--- src/rtl/dmem_arbiter_if.sv ---
// -----------------------------------------------------------------------------
// dmem_arbiter_if
//   Bundles the two buses that meet at the data-memory arbiter: the MEM-stage
//   pipeline access port and the single port of the data memory itself.
//
//   Signals
//     pipe_addr   byte address from the ALU result (MEM stage)
//     pipe_wdata  store data
//     pipe_we     store in MEM this cycle
//     pipe_re     load in MEM this cycle
//     pipe_rdata  load data returned to the pipeline
//     pipe_stall  pipeline must hold MEM and earlier stages
//     mem_a       memory word address
//     mem_d       memory write data
//     mem_we      memory write enable
//     mem_spo     asynchronous read data from memory
//
//   Modports
//     master  arbiter side (drives memory port, load data and stall)
//     slave   environment side (pipeline and memory)
// -----------------------------------------------------------------------------
interface dmem_arbiter_if #(
    parameter int ADDR_W = 7,
    parameter int DATA_W = 32
);
    logic [31:0]       pipe_addr;
    logic [DATA_W-1:0] pipe_wdata;
    logic              pipe_we;
    logic              pipe_re;
    logic [DATA_W-1:0] pipe_rdata;
    logic              pipe_stall;
    logic [ADDR_W-1:0] mem_a;
    logic [DATA_W-1:0] mem_d;
    logic              mem_we;
    logic [DATA_W-1:0] mem_spo;

    modport master (
        input  pipe_addr, pipe_wdata, pipe_we, pipe_re, mem_spo,
        output pipe_rdata, pipe_stall, mem_a, mem_d, mem_we
    );

    modport slave (
        output pipe_addr, pipe_wdata, pipe_we, pipe_re, mem_spo,
        input  pipe_rdata, pipe_stall, mem_a, mem_d, mem_we
    );
endinterface

--- src/rtl/dmem_arbiter.sv ---
// -----------------------------------------------------------------------------
// dmem_arbiter
//   Owns the single port of the data memory in the MEM stage and shares it
//   between the pipeline (default owner) and the board debug viewer. While the
//   debug switch is on, the viewer reads one word per cycle, shows byte 0 on the
//   LEDs and stalls any pipeline load/store. The viewed address comes from the
//   switches (manual) or from an auto-scan pointer stepped by a divider tick or
//   by a rising edge of the step button.
//
//   Ports
//     clk           system clock
//     rst_n         synchronous, active-low reset
//     bus           dmem_arbiter_if.master: pipeline port + memory port
//     dbg_en        debug-view switch (level)
//     dbg_auto      1 = auto-scan, 0 = manual address
//     dbg_addr      manual debug word address
//     dbg_step      debounced step button (level)
//     dbg_cur_addr  word address the viewer is currently showing
//     led           registered byte 0 of the viewed word, 0 outside debug
// -----------------------------------------------------------------------------
module dmem_arbiter #(
    parameter int ADDR_W    = 7,
    parameter int DATA_W    = 32,
    parameter int SCAN_DIV  = 50_000_000,
    parameter int SCAN_LAST = 63
) (
    input  logic                  clk,
    input  logic                  rst_n,
    dmem_arbiter_if.master        bus,
    input  logic                  dbg_en,
    input  logic                  dbg_auto,
    input  logic [5:0]            dbg_addr,
    input  logic                  dbg_step,
    output logic [5:0]            dbg_cur_addr,
    output logic [7:0]            led
);

    localparam int              DIV_W   = $clog2(SCAN_DIV);
    localparam logic [DIV_W-1:0] DIV_MAX = DIV_W'(SCAN_DIV - 1);
    localparam logic [5:0]      PTR_LAST = 6'(SCAN_LAST);

    typedef enum logic [1:0] {
        PIPE = 2'd0,
        DBG  = 2'd1,
        EXIT = 2'd2
    } state_e;

    state_e             state_q, state_d;
    logic [5:0]         ptr_q, ptr_d;
    logic [DIV_W-1:0]   div_cnt_q, div_cnt_d;
    logic [7:0]         led_q, led_d;
    logic               step_q, step_d;

    logic [ADDR_W-1:0]  mem_a_c;
    logic               mem_we_c;
    logic               stall_c;
    logic               tick_c;
    logic               step_evt_c;

    // Tag bits and byte offset of the pipeline address are deliberately dropped.
    logic unused_addr_bits;
    assign unused_addr_bits = ^{bus.pipe_addr[31:ADDR_W+2], bus.pipe_addr[1:0]};

    always_comb begin
        state_d    = state_q;
        ptr_d      = ptr_q;
        div_cnt_d  = '0;
        led_d      = '0;
        step_d     = dbg_step;
        mem_a_c    = bus.pipe_addr[ADDR_W+1:2];
        mem_we_c   = bus.pipe_we;
        stall_c    = 1'b0;
        tick_c     = 1'b0;
        step_evt_c = dbg_step & ~step_q;

        unique case (state_q)
            PIPE: begin
                // The access presented in this cycle still completes; the
                // viewer only takes the port from the next edge.
                if (dbg_en) begin
                    state_d = DBG;
                end
            end
            DBG: begin
                mem_a_c  = ADDR_W'(ptr_q);
                mem_we_c = 1'b0;
                stall_c  = bus.pipe_we | bus.pipe_re;
                led_d    = bus.mem_spo[7:0];
                if (dbg_auto) begin
                    tick_c    = (div_cnt_q == DIV_MAX);
                    div_cnt_d = tick_c ? '0 : div_cnt_q + 1'b1;
                    // A tick and a step in the same cycle count as one advance.
                    if (tick_c || step_evt_c) begin
                        ptr_d = (ptr_q == PTR_LAST) ? 6'd0 : ptr_q + 6'd1;
                    end
                end else begin
                    ptr_d = dbg_addr;
                end
                if (!dbg_en) begin
                    state_d = EXIT;
                end
            end
            EXIT: begin
                // Always return through PIPE so the pipeline gets at least one
                // un-stalled cycle, even if the switch flips straight back on.
                state_d = PIPE;
            end
            default: begin
                state_d = PIPE;
            end
        endcase

        // No write (and a quiet address) may reach memory while in reset.
        if (!rst_n) begin
            mem_a_c  = '0;
            mem_we_c = 1'b0;
        end
    end

    always_ff @(posedge clk) begin
        if (!rst_n) begin
            state_q   <= PIPE;
            ptr_q     <= '0;
            div_cnt_q <= '0;
            led_q     <= '0;
            step_q    <= 1'b0;
        end else begin
            state_q   <= state_d;
            ptr_q     <= ptr_d;
            div_cnt_q <= div_cnt_d;
            led_q     <= led_d;
            step_q    <= step_d;
        end
    end

    assign bus.mem_a      = mem_a_c;
    assign bus.mem_we     = mem_we_c;
    assign bus.mem_d      = bus.pipe_wdata;
    assign bus.pipe_rdata = bus.mem_spo;
    assign bus.pipe_stall = stall_c;
    assign dbg_cur_addr   = ptr_q;
    assign led            = led_q;

endmodule

--- src/flat_wrapper.sv ---
// flat-port wrapper written by rule: the top's interface ports become plain ports
module dmem_arbiter_flat 
#(
    parameter int ADDR_W    = 7,
    parameter int DATA_W    = 32,
    parameter int SCAN_DIV  = 50_000_000,
    parameter int SCAN_LAST = 63
)
  (clk, rst_n, dbg_en, dbg_auto, dbg_addr, dbg_step, dbg_cur_addr, led, bus_pipe_addr, bus_pipe_wdata, bus_pipe_we, bus_pipe_re, bus_mem_spo, bus_pipe_rdata, bus_pipe_stall, bus_mem_a, bus_mem_d, bus_mem_we);
  dmem_arbiter_if #(.ADDR_W(ADDR_W), .DATA_W(DATA_W)) bus_i ();
  input  logic clk;
  input  logic rst_n;
  input  logic dbg_en;
  input  logic dbg_auto;
  input  logic [5:0] dbg_addr;
  input  logic dbg_step;
  output logic [5:0] dbg_cur_addr;
  output logic [7:0] led;
  input wire logic [$bits(bus_i.pipe_addr)-1:0] bus_pipe_addr;
  input wire logic [$bits(bus_i.pipe_wdata)-1:0] bus_pipe_wdata;
  input wire logic [$bits(bus_i.pipe_we)-1:0] bus_pipe_we;
  input wire logic [$bits(bus_i.pipe_re)-1:0] bus_pipe_re;
  input wire logic [$bits(bus_i.mem_spo)-1:0] bus_mem_spo;
  output wire logic [$bits(bus_i.pipe_rdata)-1:0] bus_pipe_rdata;
  output wire logic [$bits(bus_i.pipe_stall)-1:0] bus_pipe_stall;
  output wire logic [$bits(bus_i.mem_a)-1:0] bus_mem_a;
  output wire logic [$bits(bus_i.mem_d)-1:0] bus_mem_d;
  output wire logic [$bits(bus_i.mem_we)-1:0] bus_mem_we;
  assign bus_i.pipe_addr = bus_pipe_addr;
  assign bus_i.pipe_wdata = bus_pipe_wdata;
  assign bus_i.pipe_we = bus_pipe_we;
  assign bus_i.pipe_re = bus_pipe_re;
  assign bus_i.mem_spo = bus_mem_spo;
  assign bus_pipe_rdata = bus_i.pipe_rdata;
  assign bus_pipe_stall = bus_i.pipe_stall;
  assign bus_mem_a = bus_i.mem_a;
  assign bus_mem_d = bus_i.mem_d;
  assign bus_mem_we = bus_i.mem_we;
  dmem_arbiter #(.ADDR_W(ADDR_W), .DATA_W(DATA_W), .SCAN_DIV(SCAN_DIV), .SCAN_LAST(SCAN_LAST)) u_core (.clk(clk), .rst_n(rst_n), .bus(bus_i), .dbg_en(dbg_en), .dbg_auto(dbg_auto), .dbg_addr(dbg_addr), .dbg_step(dbg_step), .dbg_cur_addr(dbg_cur_addr), .led(led));
endmodule
--- config.mk ---
export PLATFORM = sky130hd
export DESIGN_NAME = dmem_arbiter_flat
export DESIGN_NICKNAME = d
export VERILOG_FILES = /design/src/rtl/dmem_arbiter_if.sv /design/src/rtl/dmem_arbiter.sv /design/src/flat_wrapper.sv
export SDC_FILE = /design/constraint.sdc
export NUM_CORES = 1
export LEC_CHECK = 0
export BUFFER_PORTS_ARGS = -buffer_cell sky130_fd_sc_hd__buf_2
export CORE_ASPECT_RATIO = 2
export CORE_MARGIN = 2
export CORE_UTILIZATION = 39
export DETAILED_ROUTE_END_ITERATION = 8
export GPL_TIMING_DRIVEN = 0
export PLACE_DENSITY = 0.78
export SYNTH_ARGS = -nofsm -noshare
export SYNTH_HDL_FRONTEND = slang
export SYNTH_SLANG_ARGS = --single-unit
--- constraint.sdc ---
create_clock -name clk -period 2.17 [get_ports clk]
set_clock_uncertainty 0.2 [all_clocks]
set_input_delay 0.217 -clock clk [delete_from_list [all_inputs] [get_ports clk]]
set_output_delay 0.217 -clock clk [all_outputs]
set_load 0.02 [all_outputs]
==> out/metrics.csv <==
stage;metric;value;unit
timing;Setup TNS;0;ns
pwr;total power;1.98;mW
layout;# nets final;541;
route;1st-pass router iterations;4;
clock_network;Max H-tree Level;2;
pwr;Switching Share;25.7;%
setup_path;Critical Path Start Type;register;
logic_synthesis;fraction of registers with async set/reset;0;%
setup_path;CP startpoint;u_core.div_cnt_q[0]$_SDFF_PP0_;
setup_path;Worst EP arrival;2.09;ns
floorplanning;core area;6010;sq um
logic_synthesis;Synth area leaders;dfxtp_1, buf_4, nor2_1;
timing;final hold vios;0;
route;DRT antenna net count;0;
layout;sequential cell area;861;sq um
clock_network;# Post-CTS Setup Buffers;0;
setup_path;crit path cell chain;ha_4 -> nand2_1 -> or4_4 -> or3_1 -> a21oi_1;
pwr;combinational power share;19.1;%
clock_network;CTS Root Cell;clkbuf_16;
logic_synthesis;xor/xnor share of the synthesized area;8.27;%
route;via count;2426;
clock_network;clk sink count;43;
pwr;P_leak;1.56;nW
placement;placed cell count;478;
setup_path;slowest stage delay, CP;0.55;ns
setup_path;critical path class;register to register;
logic_synthesis;ys flop type;dfxtp_1;
logic_synthesis;Post-synth EDFFs;0;
logic_synthesis;post-synthesis adder-cell area fraction;1.03;%
layout;final instance area;3370;sq um
timing;fin. max-slew vios;0;
logic_synthesis;complex-gate fraction of the synthesized area;7.35;%
timing;Worst-Margin Slew;0.433;ns
setup_path;crit-path max FO;5;
timing;Final Setup Violations;0;
status;status;completed;
pwr;P_sw;508;uW
timing;Min Hold Slack;0.00441;ns
setup_path;Worst Path Buf+Inv;0;
setup_path;CP endpoint kind;register;
route;# DRC;0;
floorplanning;die area;6930;sq um
clock_network;CTS Buf Count;5;
placement;dpl hpwl;5.12;mm
setup_path;RR Startpoint;u_core.div_cnt_q[0]$_SDFF_PP0_;
pwr;Peak VDD IR;0.000415;V
logic_synthesis;Cells after Synth;301;
route;Vias/cell;4.91;
timing;f_max;482;MHz
floorplanning;die span in y;116;um
route;drt initial violations;45;
floorplanning;I/O pin cnt;196;
pwr;clock power share;39.8;%
setup_path;stages on the worst setup path;5;
timing;Final period util;95.5;%
logic_synthesis;Syn. warnings;0;
clock_network;Skew-Pair Late Insertion Delay;0.28;ns
route;final WL;6.40;mm
timing;Slew headroom;71.1;%
logic_synthesis;fraction of synthesized area in multiplexers;0.411;%
clock_network;CTS max path bufs;2;
layout;non-filler cells in the finished layout;494;
job;max_cap viols;0;
logic_synthesis;Seq/Total Area, Yosys;35.4;%
pwr;cell internal pwr;1.47;mW
global_route;initial antenna violation count;0;
logic_synthesis;number of synthesized register bits;43;
logic_synthesis;share of the synthesized area in the top cell type;35.4;%
global_route;largest net degree at the start of global routing;14;
layout;Ant. Diodes;0;
setup_path;Crit Reg-Reg Endpoint;u_core.div_cnt_q[20]$_SDFF_PP0_;
logic_synthesis;synth unique cells;35;
setup_path;R2R Setup Slk;0.1;ns
layout;share of cells above drive strength 1;45.7;%
clock_network;CTS tree;done;
min_path;hold crit path type;input port to register;
setup_path;delay-heaviest family, CP;simple AND/OR/NAND/NOR gates;
logic_synthesis;Synthesized Nets;412;
setup_path;CP endpoint;u_core.div_cnt_q[20]$_SDFF_PP0_;
floorplanning;Initial Utilization;40.5;%
floorplanning;die width;59.9;um
route;routed length per instance;13.0;um
timing;Setup WS post-layout;0.0972;ns
setup_path;CP required;2.18;ns
placement;Area after DPL;3080;sq um
global_route;grt ovf;0;
setup_path;Slowest-stage cell, CP;or4_4;
clock_network;Clock transition at path regs;0.06;ns
placement;Place WS;0.0312;ns
pwr;sequential power share;41.1;%
logic_synthesis;synthesized area;2430;sq um
logic_synthesis;Mean Syn Cell Area;8.09;sq um
logic_synthesis;simple-gate share of the synthesized area;25.7;%
placement;Final Wtd Congestion;0.887;
setup_path;worst reg2reg path depth;5;
global_route;first-pass GRT wire length;9.20;mm
layout;fill count;581;
placement;quantity of I/O buffers inserted on ports;114;
layout;Area growth syn-to-layout;38.2;%
logic_synthesis;largest family of logic cells by synthesized area;simple AND/OR/NAND/NOR gates;
timing;post-layout minimum cycle time;2.07;ns
floorplanning;row cnt;40;
pwr;Pwr Density;587;nW/um^2
logic_synthesis;Yosys top cell by area;dfxtp_1;
layout;multi-input combinational cell area;1080;sq um
global_route;number of global-route vias before repair;2190;
layout;fin util;56.0;%
global_route;total global-route track usage;17.3;%
cell families after synthesis:
logic type,after synthesis
AOI/OAI and AO/OA,30
xor gates and xnor gates,23
adders and majority gates,2
buffers and inverters,77
DFF,43
muxes,1
and+or+nand+nor,125
cells in the mapped netlist, types with 3 or more instances:
cell and number:
a21oi_1 17, and3_1 12, and4_1 3, buf_4 64, clkbuf_1 6, dfxtp_1 43
inv_1 4, nand2_1 31, nand3_1 9, nand4_1 5, nor2_1 39, nor3_1 9
nor4_1 4, nor4b_1 3, o21ai_0 4, o32ai_1 3, xnor2_1 14, xor2_1 9
placed cells by master (no fill, tap or decap), drive strengths merged, types with 2 or more instances in the layout:
master         n
xnor2         14
and4           4
nand2         31
a21oi         17
dlygate4sd3    9
nand3          9
inv            4
clkbuf        12
buf          180
o21ai          4
nand4          6
or3            2
o32ai          3
xor2           9
nor4           4
and3          12
dfxtp         43
nor3           9
a211oi         2
nor4b          3
ha             2
nor2          39
nand2b         2
state kept, by name (all words and copies together), names as in the netlist:
signal,count
u_core.div_cnt_q,26
u_core.led,8
u_core.dbg_cur_addr,6
u_core.state_q,2
u_core.step_q,1
per-layer routing:
metal	part of all wire, %	track usage, %	wire, um
met1	33	15.0	2120
met2	56	35.9	3570
met3	9.0	3.24	577
met4	2.1	5.78	132
met5	0	0	0
what timing repair did:
item,4_1_cts,5_1_grt
gates resized for setup,0,8
hold buffers,9,0
endpoints found under the hold margin,10,0
endpoints found under the setup margin,0,31
area by class of cell:
| class | count | area share [%] |
|---|---|---|
| buffer | 71 | 15.2 |
| tap | 63 | 2.34 |
| multi-input combinational | 181 | 32.0 |
| sequential | 43 | 25.6 |
| clock buffer | 7 | 4.54 |
| clock inverter | 1 | 0.223 |
| inverter | 5 | 0.558 |
| timing repair buffer | 123 | 19.6 |
power by group through the flow:
stage	registers (mW)	logic, mW	clock network (mW)
after floorplan	0.839	0.237	0
after global placement	0.830	0.362	0
after detailed placement	0.830	0.366	0
after CTS	0.813	0.380	0.806
after global routing	0.814	0.404	0.828
final	0.813	0.377	0.786
worst min path at each step:
stage                    from                        endpoint  slack, ns  depth (start not counted)
2_1_floorplan          dbg_en  u_core.state_q[1]$_SDFFE_PN0P_       0.09                          1
3_3_place_gp           dbg_en  u_core.state_q[1]$_SDFFE_PN0P_       0.19                          2
3_5_place_dp           dbg_en  u_core.state_q[1]$_SDFFE_PN0P_       0.21                          2
4_1_cts        bus_mem_spo[7]        u_core.led[7]$_SDFF_PN0_       0.01                          2
5_1_grt        bus_mem_spo[7]        u_core.led[7]$_SDFF_PN0_       0.02                          2
6_report       bus_mem_spo[7]        u_core.led[7]$_SDFF_PN0_      0.004                          2
Note: power is estimated with default switching activity, not from simulation.
